[src/rtl/calc_pkg.sv]
// Shared constants for the calculator: command codes, ULA and register control
// codes, and the sequencer state encoding.
package calc_pkg;

    localparam logic [3:0] CMD_CLR   = 4'd0;
    localparam logic [3:0] CMD_CLRLD = 4'd1;
    localparam logic [3:0] CMD_LOADX = 4'd2;
    localparam logic [3:0] CMD_ADD   = 4'd3;
    localparam logic [3:0] CMD_SUB   = 4'd4;
    localparam logic [3:0] CMD_MULT  = 4'd5;
    localparam logic [3:0] CMD_DIV   = 4'd6;
    localparam logic [3:0] CMD_MIN   = 4'd7;
    localparam logic [3:0] CMD_MAX   = 4'd8;
    localparam logic [3:0] CMD_DISP  = 4'd9;

    localparam logic [2:0] ULA_ADD   = 3'd0;
    localparam logic [2:0] ULA_SUB   = 3'd1;
    localparam logic [2:0] ULA_MENOR = 3'd2;
    localparam logic [2:0] ULA_MAIOR = 3'd3;

    localparam logic [2:0] REG_HOLD  = 3'd0;
    localparam logic [2:0] REG_RESET = 3'd1;
    localparam logic [2:0] REG_LOAD  = 3'd2;
    localparam logic [2:0] REG_SHL   = 3'd3;
    localparam logic [2:0] REG_SHR   = 3'd4;

    typedef enum logic [2:0] {
        S_IDLE,
        S_EXEC,
        S_SHIFT,
        S_ABORT,
        S_ERR
    } seq_state_t;

endpackage

[src/rtl/calc_cmd_decode.sv]
// Combinational command lookup: single-cycle micro-op, legality and whether the
// command is a multi-step shift candidate.
module calc_cmd_decode
    import calc_pkg::*;
(
    input  logic [3:0] cmd,
    output logic [2:0] ula,
    output logic [2:0] x,
    output logic [2:0] y,
    output logic [2:0] z,
    output logic       legal,
    output logic       is_shift
);

    always_comb begin
        ula      = ULA_ADD;
        x        = REG_HOLD;
        y        = REG_HOLD;
        z        = REG_HOLD;
        legal    = 1'b1;
        is_shift = 1'b0;
        case (cmd)
            CMD_CLR: begin
                x = REG_RESET;
                y = REG_RESET;
                z = REG_RESET;
            end
            CMD_CLRLD: begin
                x = REG_LOAD;
                y = REG_RESET;
                z = REG_RESET;
            end
            CMD_LOADX: x = REG_LOAD;
            CMD_ADD, CMD_SUB, CMD_MIN, CMD_MAX: begin
                ula = (cmd == CMD_SUB) ? ULA_SUB :
                      (cmd == CMD_MIN) ? ULA_MENOR :
                      (cmd == CMD_MAX) ? ULA_MAIOR : ULA_ADD;
                x = REG_LOAD;
                y = REG_LOAD;
            end
            CMD_DISP: z = REG_LOAD;
            // Zero-shift form; the sequencer overrides this when shamt > 0
            CMD_MULT, CMD_DIV: begin
                x        = REG_LOAD;
                is_shift = 1'b1;
            end
            default: legal = 1'b0;
        endcase
    end

endmodule

[src/rtl/calc_sequencer.sv]
// Multi-cycle command sequencer: accepts commands over valid/ready and issues
// registered ULA/X/Y/Z micro-ops, with shift-based MULT/DIV, error and abort.
module calc_sequencer
    import calc_pkg::*;
#(
    parameter  int MAX_SHIFT = 8,
    localparam int SHAMT_W   = $clog2(MAX_SHIFT + 1)
) (
    input  logic               clk,
    input  logic               rst_n,
    input  logic               cmdValidSequencer,
    input  logic [3:0]         cmdSequencer,
    input  logic [SHAMT_W-1:0] shamtSequencer,
    input  logic               abortSequencer,
    output logic               cmdReadySequencer,
    output logic [2:0]         tULASequencer,
    output logic [2:0]         tXSequencer,
    output logic [2:0]         tYSequencer,
    output logic [2:0]         tZSequencer,
    output logic               busySequencer,
    output logic               doneSequencer,
    output logic               errSequencer
);

    seq_state_t         state, next_state;
    logic [SHAMT_W-1:0] count, next_count, shamt_eff;
    logic [3:0]         cmd_q;
    logic [2:0]         next_ula, next_x, next_y, next_z;
    logic               next_done, next_err, accept;
    logic [2:0]         dec_ula, dec_x, dec_y, dec_z;
    logic               dec_legal, dec_is_shift;

    function automatic logic [SHAMT_W-1:0] clamp_shamt(input logic [SHAMT_W-1:0] s);
        return (s > SHAMT_W'(MAX_SHIFT)) ? SHAMT_W'(MAX_SHIFT) : s;
    endfunction

    calc_cmd_decode u_decode (
        .cmd      (cmdSequencer),
        .ula      (dec_ula),
        .x        (dec_x),
        .y        (dec_y),
        .z        (dec_z),
        .legal    (dec_legal),
        .is_shift (dec_is_shift)
    );

    assign cmdReadySequencer = (state == S_IDLE) && !abortSequencer;
    assign accept            = cmdValidSequencer && cmdReadySequencer;
    assign shamt_eff         = clamp_shamt(shamtSequencer);
    assign busySequencer     = (state != S_IDLE);

    // Outputs are computed for the state being entered, so they register
    // alongside it and appear in the cycle after the deciding edge.
    always_comb begin
        next_state = S_IDLE;
        next_count = '0;
        next_ula   = ULA_ADD;
        next_x     = REG_HOLD;
        next_y     = REG_HOLD;
        next_z     = REG_HOLD;
        next_done  = 1'b0;
        next_err   = 1'b0;
        if (abortSequencer) begin
            next_state = S_ABORT;
            next_x     = REG_RESET;
            next_y     = REG_RESET;
            next_z     = REG_RESET;
        end else begin
            case (state)
                S_IDLE: begin
                    if (accept) begin
                        if (!dec_legal) begin
                            next_state = S_ERR;
                            next_err   = 1'b1;
                        end else if (dec_is_shift && (shamt_eff != '0)) begin
                            next_state = S_SHIFT;
                            next_count = shamt_eff;
                            next_x     = REG_LOAD;
                            next_y     = (cmdSequencer == CMD_MULT) ? REG_SHL : REG_SHR;
                            next_done  = (shamt_eff == SHAMT_W'(1));
                        end else begin
                            next_state = S_EXEC;
                            next_ula   = dec_ula;
                            next_x     = dec_x;
                            next_y     = dec_y;
                            next_z     = dec_z;
                            next_done  = 1'b1;
                        end
                    end
                end
                S_SHIFT: begin
                    if (count > SHAMT_W'(1)) begin
                        next_state = S_SHIFT;
                        next_count = count - SHAMT_W'(1);
                        next_y     = (cmd_q == CMD_MULT) ? REG_SHL : REG_SHR;
                        next_done  = (count == SHAMT_W'(2));
                    end
                end
                default: next_state = S_IDLE;
            endcase
        end
    end

    always_ff @(posedge clk or negedge rst_n) begin
        if (!rst_n) begin
            state         <= S_IDLE;
            count         <= '0;
            tULASequencer <= ULA_ADD;
            tXSequencer   <= REG_HOLD;
            tYSequencer   <= REG_HOLD;
            tZSequencer   <= REG_HOLD;
            doneSequencer <= 1'b0;
            errSequencer  <= 1'b0;
        end else begin
            state         <= next_state;
            count         <= next_count;
            tULASequencer <= next_ula;
            tXSequencer   <= next_x;
            tYSequencer   <= next_y;
            tZSequencer   <= next_z;
            doneSequencer <= next_done;
            errSequencer  <= next_err;
        end
    end

    always_ff @(posedge clk) begin
        if (accept)
            cmd_q <= cmdSequencer;
    end

endmodule

[config.mk]
export PLATFORM = sky130hd
export DESIGN_NAME = calc_sequencer
export DESIGN_NICKNAME = d
export VERILOG_FILES = /design/src/rtl/calc_pkg.sv /design/src/rtl/calc_cmd_decode.sv /design/src/rtl/calc_sequencer.sv
export SDC_FILE = /design/constraint.sdc
export NUM_CORES = 1
export LEC_CHECK = 0
export CAP_MARGIN = 20
export CORE_MARGIN = 2
export CORE_UTILIZATION = 45
export DETAILED_ROUTE_END_ITERATION = 7
export MAX_ROUTING_LAYER = met4
export PLACE_DENSITY = 0.74
export SLEW_MARGIN = 10
export SYNTH_ARGS = -nofsm -noshare
export SYNTH_HDL_FRONTEND = slang
export SYNTH_SLANG_ARGS = --single-unit
[constraint.sdc]
create_clock -name clk -period 2.71 [get_ports clk]
set_input_delay 0.542 -clock clk [delete_from_list [all_inputs] [get_ports clk]]
set_output_delay 0.542 -clock clk [all_outputs]
set_load 0.05 [all_outputs]
==> run summary <==
CP Capture Type - primary output
YS warnings - 0
Syn Inst Count - 103
Post-route antenna net violation count - 0
Routed len/inst - 14.7 um
CTS Hold Buffers Added - 0
Min-Delay Path Class - flop to flop
Slew Limit Fails - 0
Post-synth EDFFs - 4
Synth top area share - 0.399
Slowest stage delay, CP - 720 ps
Die Ht - 54.1 um
Yosys cell types - 44
Register bit total from synthesis - 22
Setup Skew - 2.22 ps
Register area share after synthesis - 0.506
Synth Cell Area - 0.00113 mm^2
Final setup violation count - 0
Area after DPL - 0.00137 mm^2
Die Span X - 54.1 um
CP Cell Sequence - nor3_4, inv_1, clkdlybuf4s50_1
Ys flop type - dfrtp_1
PostCTS Resize Cnt - 0
DRC Markers - 0
Commonest non-fill, non-tap cells in the layout - 23 x clkdlybuf4s50_1, 18 x dfrtp_1, 10 x nor2_1
Clk pin slew, worst setup/hold paths - 120 ps
Critical path class - flop to primary output
Clk root buf - clkbuf_4
Syn Area/Cell - 11.0 um^2
Final Util - 0.584
P_int - 0.530 mW
Final instance area - 0.00142 mm^2
Initial DRT Pass Iterations - 4
Clock latency on the worst-skew pair - 310 ps
First-pass GRT wire length - 3680 um
CTS tree - yes
Detailed-route via count - 876
Tcrit/Tclk final - 0.924
Initial Utilization - 0.464
RSZ-0062 raised after global routing - no
Area leader, netlist - dfrtp_1
Largest net degree at the start of global routing - 19
DIE AREA - 0.00292 mm^2
Area delta synth->final - 25.8%
Minimum clock period - 2500 ps
Reg power frac - 0.496
Switching power - 0.172 mW
IO Port Bufs - 24
H-tree level count - 1
Combinational Power Share - 0.148
Post-CTS Setup Bufs - 0
Post-Route WL - 2290 um
VDD IR-drop max - 0.000338 V
Net Sw Frac - 0.245
Power density cells - 495 mW/mm^2
Commonest non-fill, non-tap cell in the layout - clkdlybuf4s50_1
Setup TNS - 0 ps
Power share of the clock group - 0.357
# Max-Cap Violations - 0
Final Hold Viols - 0
Worst-Margin Slew - 763 ps
Gr usage total - 0.181
Layout cell share with drive strength beyond 1 - 0.0873
Vias in the first global route - 834
Starting DRT DRC Count - 15
Ys async rst share - 0.818
Leak Pwr - 0.592 nW
Worst-case clock buffer depth - 2
Final net count - 142
Global placement routability congestion - 0.895
CP max stage cell - clkdlybuf4s50_1
Max Clk Rate - 399 MHz
Rel. slew slack - 0.490
I/O pin count - 28
Global route overflow - 0
Status - finished clean
# rows - 18
Crit start category - flop
Cts bufs inserted - 3
Core ar. - 0.00243 mm^2
Pwr Total - 0.702 mW
Worst EP arrival - 1960 ps
Clock sinks - 22
Initial antenna violation count - 0
WHS - 566 ps
Dpl hpwl - 1720 um
Diode count - 0
Top post-synthesis cells by area - dfrtp_1 40%, edfxtp_1 11%, ha_1 3.3%
WP data required - 2170 ps
Worst-path maximum fanout - 9
Via-per-instance ratio - 5.62
metrics by stage:
step	setup WS, ps	std cells
global placement	526	152
global route	129	156
finish	205	156
floorplan	417	105
detailed placement	555	152
CTS	201	156
critical path, delay by kind of cell, from the launching register on:
kind / cells / cell delay, ps
buf+inv: 2 / 820
simple gates: 1 / 380
flops: 1 / 450
final cells by class:
class | instances | area, um^2
fillers | 210 | 1010
flip-flops and latches | 22 | 571
multi-input cells | 67 | 488
repair buffers | 24 | 238
well taps | 30 | 37.5
inverters | 9 | 33.8
clock inverters | 1 | 30.0
clock buffers | 3 | 22.5
path summary, 6_finish.rpt:
| path | start | to | slack [ps] | cells after the start |
|---|---|---|---|---|
| worst max-delay path | state[0] | busySequencer | 210 | 3 |
| worst min-delay path | state[0] | tYSequencer[2] | 570 | 1 |
| worst max register to register | count[0] | count[0] | 1040 | 5 |
| worst min register to register | state[0] | tYSequencer[2] | 570 | 1 |
| max in group asynchronous | rst_n | state[0] | 1570 | 1 |
| min in group asynchronous | rst_n | tULASequencer[1] | 660 | 1 |
cell usage after synthesis, drive strengths merged, types with 3 or more instances:
library cell / count
dfrtp: 18
nor2: 10
inv: 9
buf: 5
edfxtp: 4
nand4: 4
ha: 3
nand2: 3
nor3: 3
o21ai: 3
o311ai: 3
o32ai: 3
xnor2: 3
cells by family (layout without fill, tap and decap cells):
logic type,Yosys count,after routing,synth area share
mux,1,1,0.00998
flops,22,22,0.506
other cells,1,3,0.00332
compound gates,19,19,0.130
xor+xnor,5,5,0.0388
simple gates,36,36,0.211
buf+inv,16,37,0.0687
fa+ha+maj,3,3,0.0333
power groups by stage:
stage / combinational, mW / sequential, mW / clock, mW
final: 0.104 / 0.348 / 0.251
after floorplan: 0.0537 / 0.368 / 0
after global routing: 0.112 / 0.349 / 0.270
after detailed placement: 0.103 / 0.355 / 0
after CTS: 0.104 / 0.348 / 0.253
after global placement: 0.103 / 0.355 / 0
flip-flops by register name, summed over array words and instances, names as in the netlist:
| register | cells |
|---|---|
| state | 3 |
| tULASequencer | 2 |
| tZSequencer | 2 |
| doneSequencer | 1 |
| errSequencer | 1 |
| tXSequencer | 2 |
| cmd_q | 4 |
| tYSequencer | 3 |
| count | 4 |
routing by layer:
| layer | track usage | up-vias | share of wire |
|---|---|---|---|
| met4 | 0.0833 | 0 | 0.017 |
| met2 | 0.276 | 35 | 0.47 |
| met1 | 0.232 | 414 | 0.45 |
| met5 | - | - | 0 |
| met3 | 0.0361 | 5 | 0.060 |
| li1 | - | 422 | - |
(Power assumes the default switching activity.)
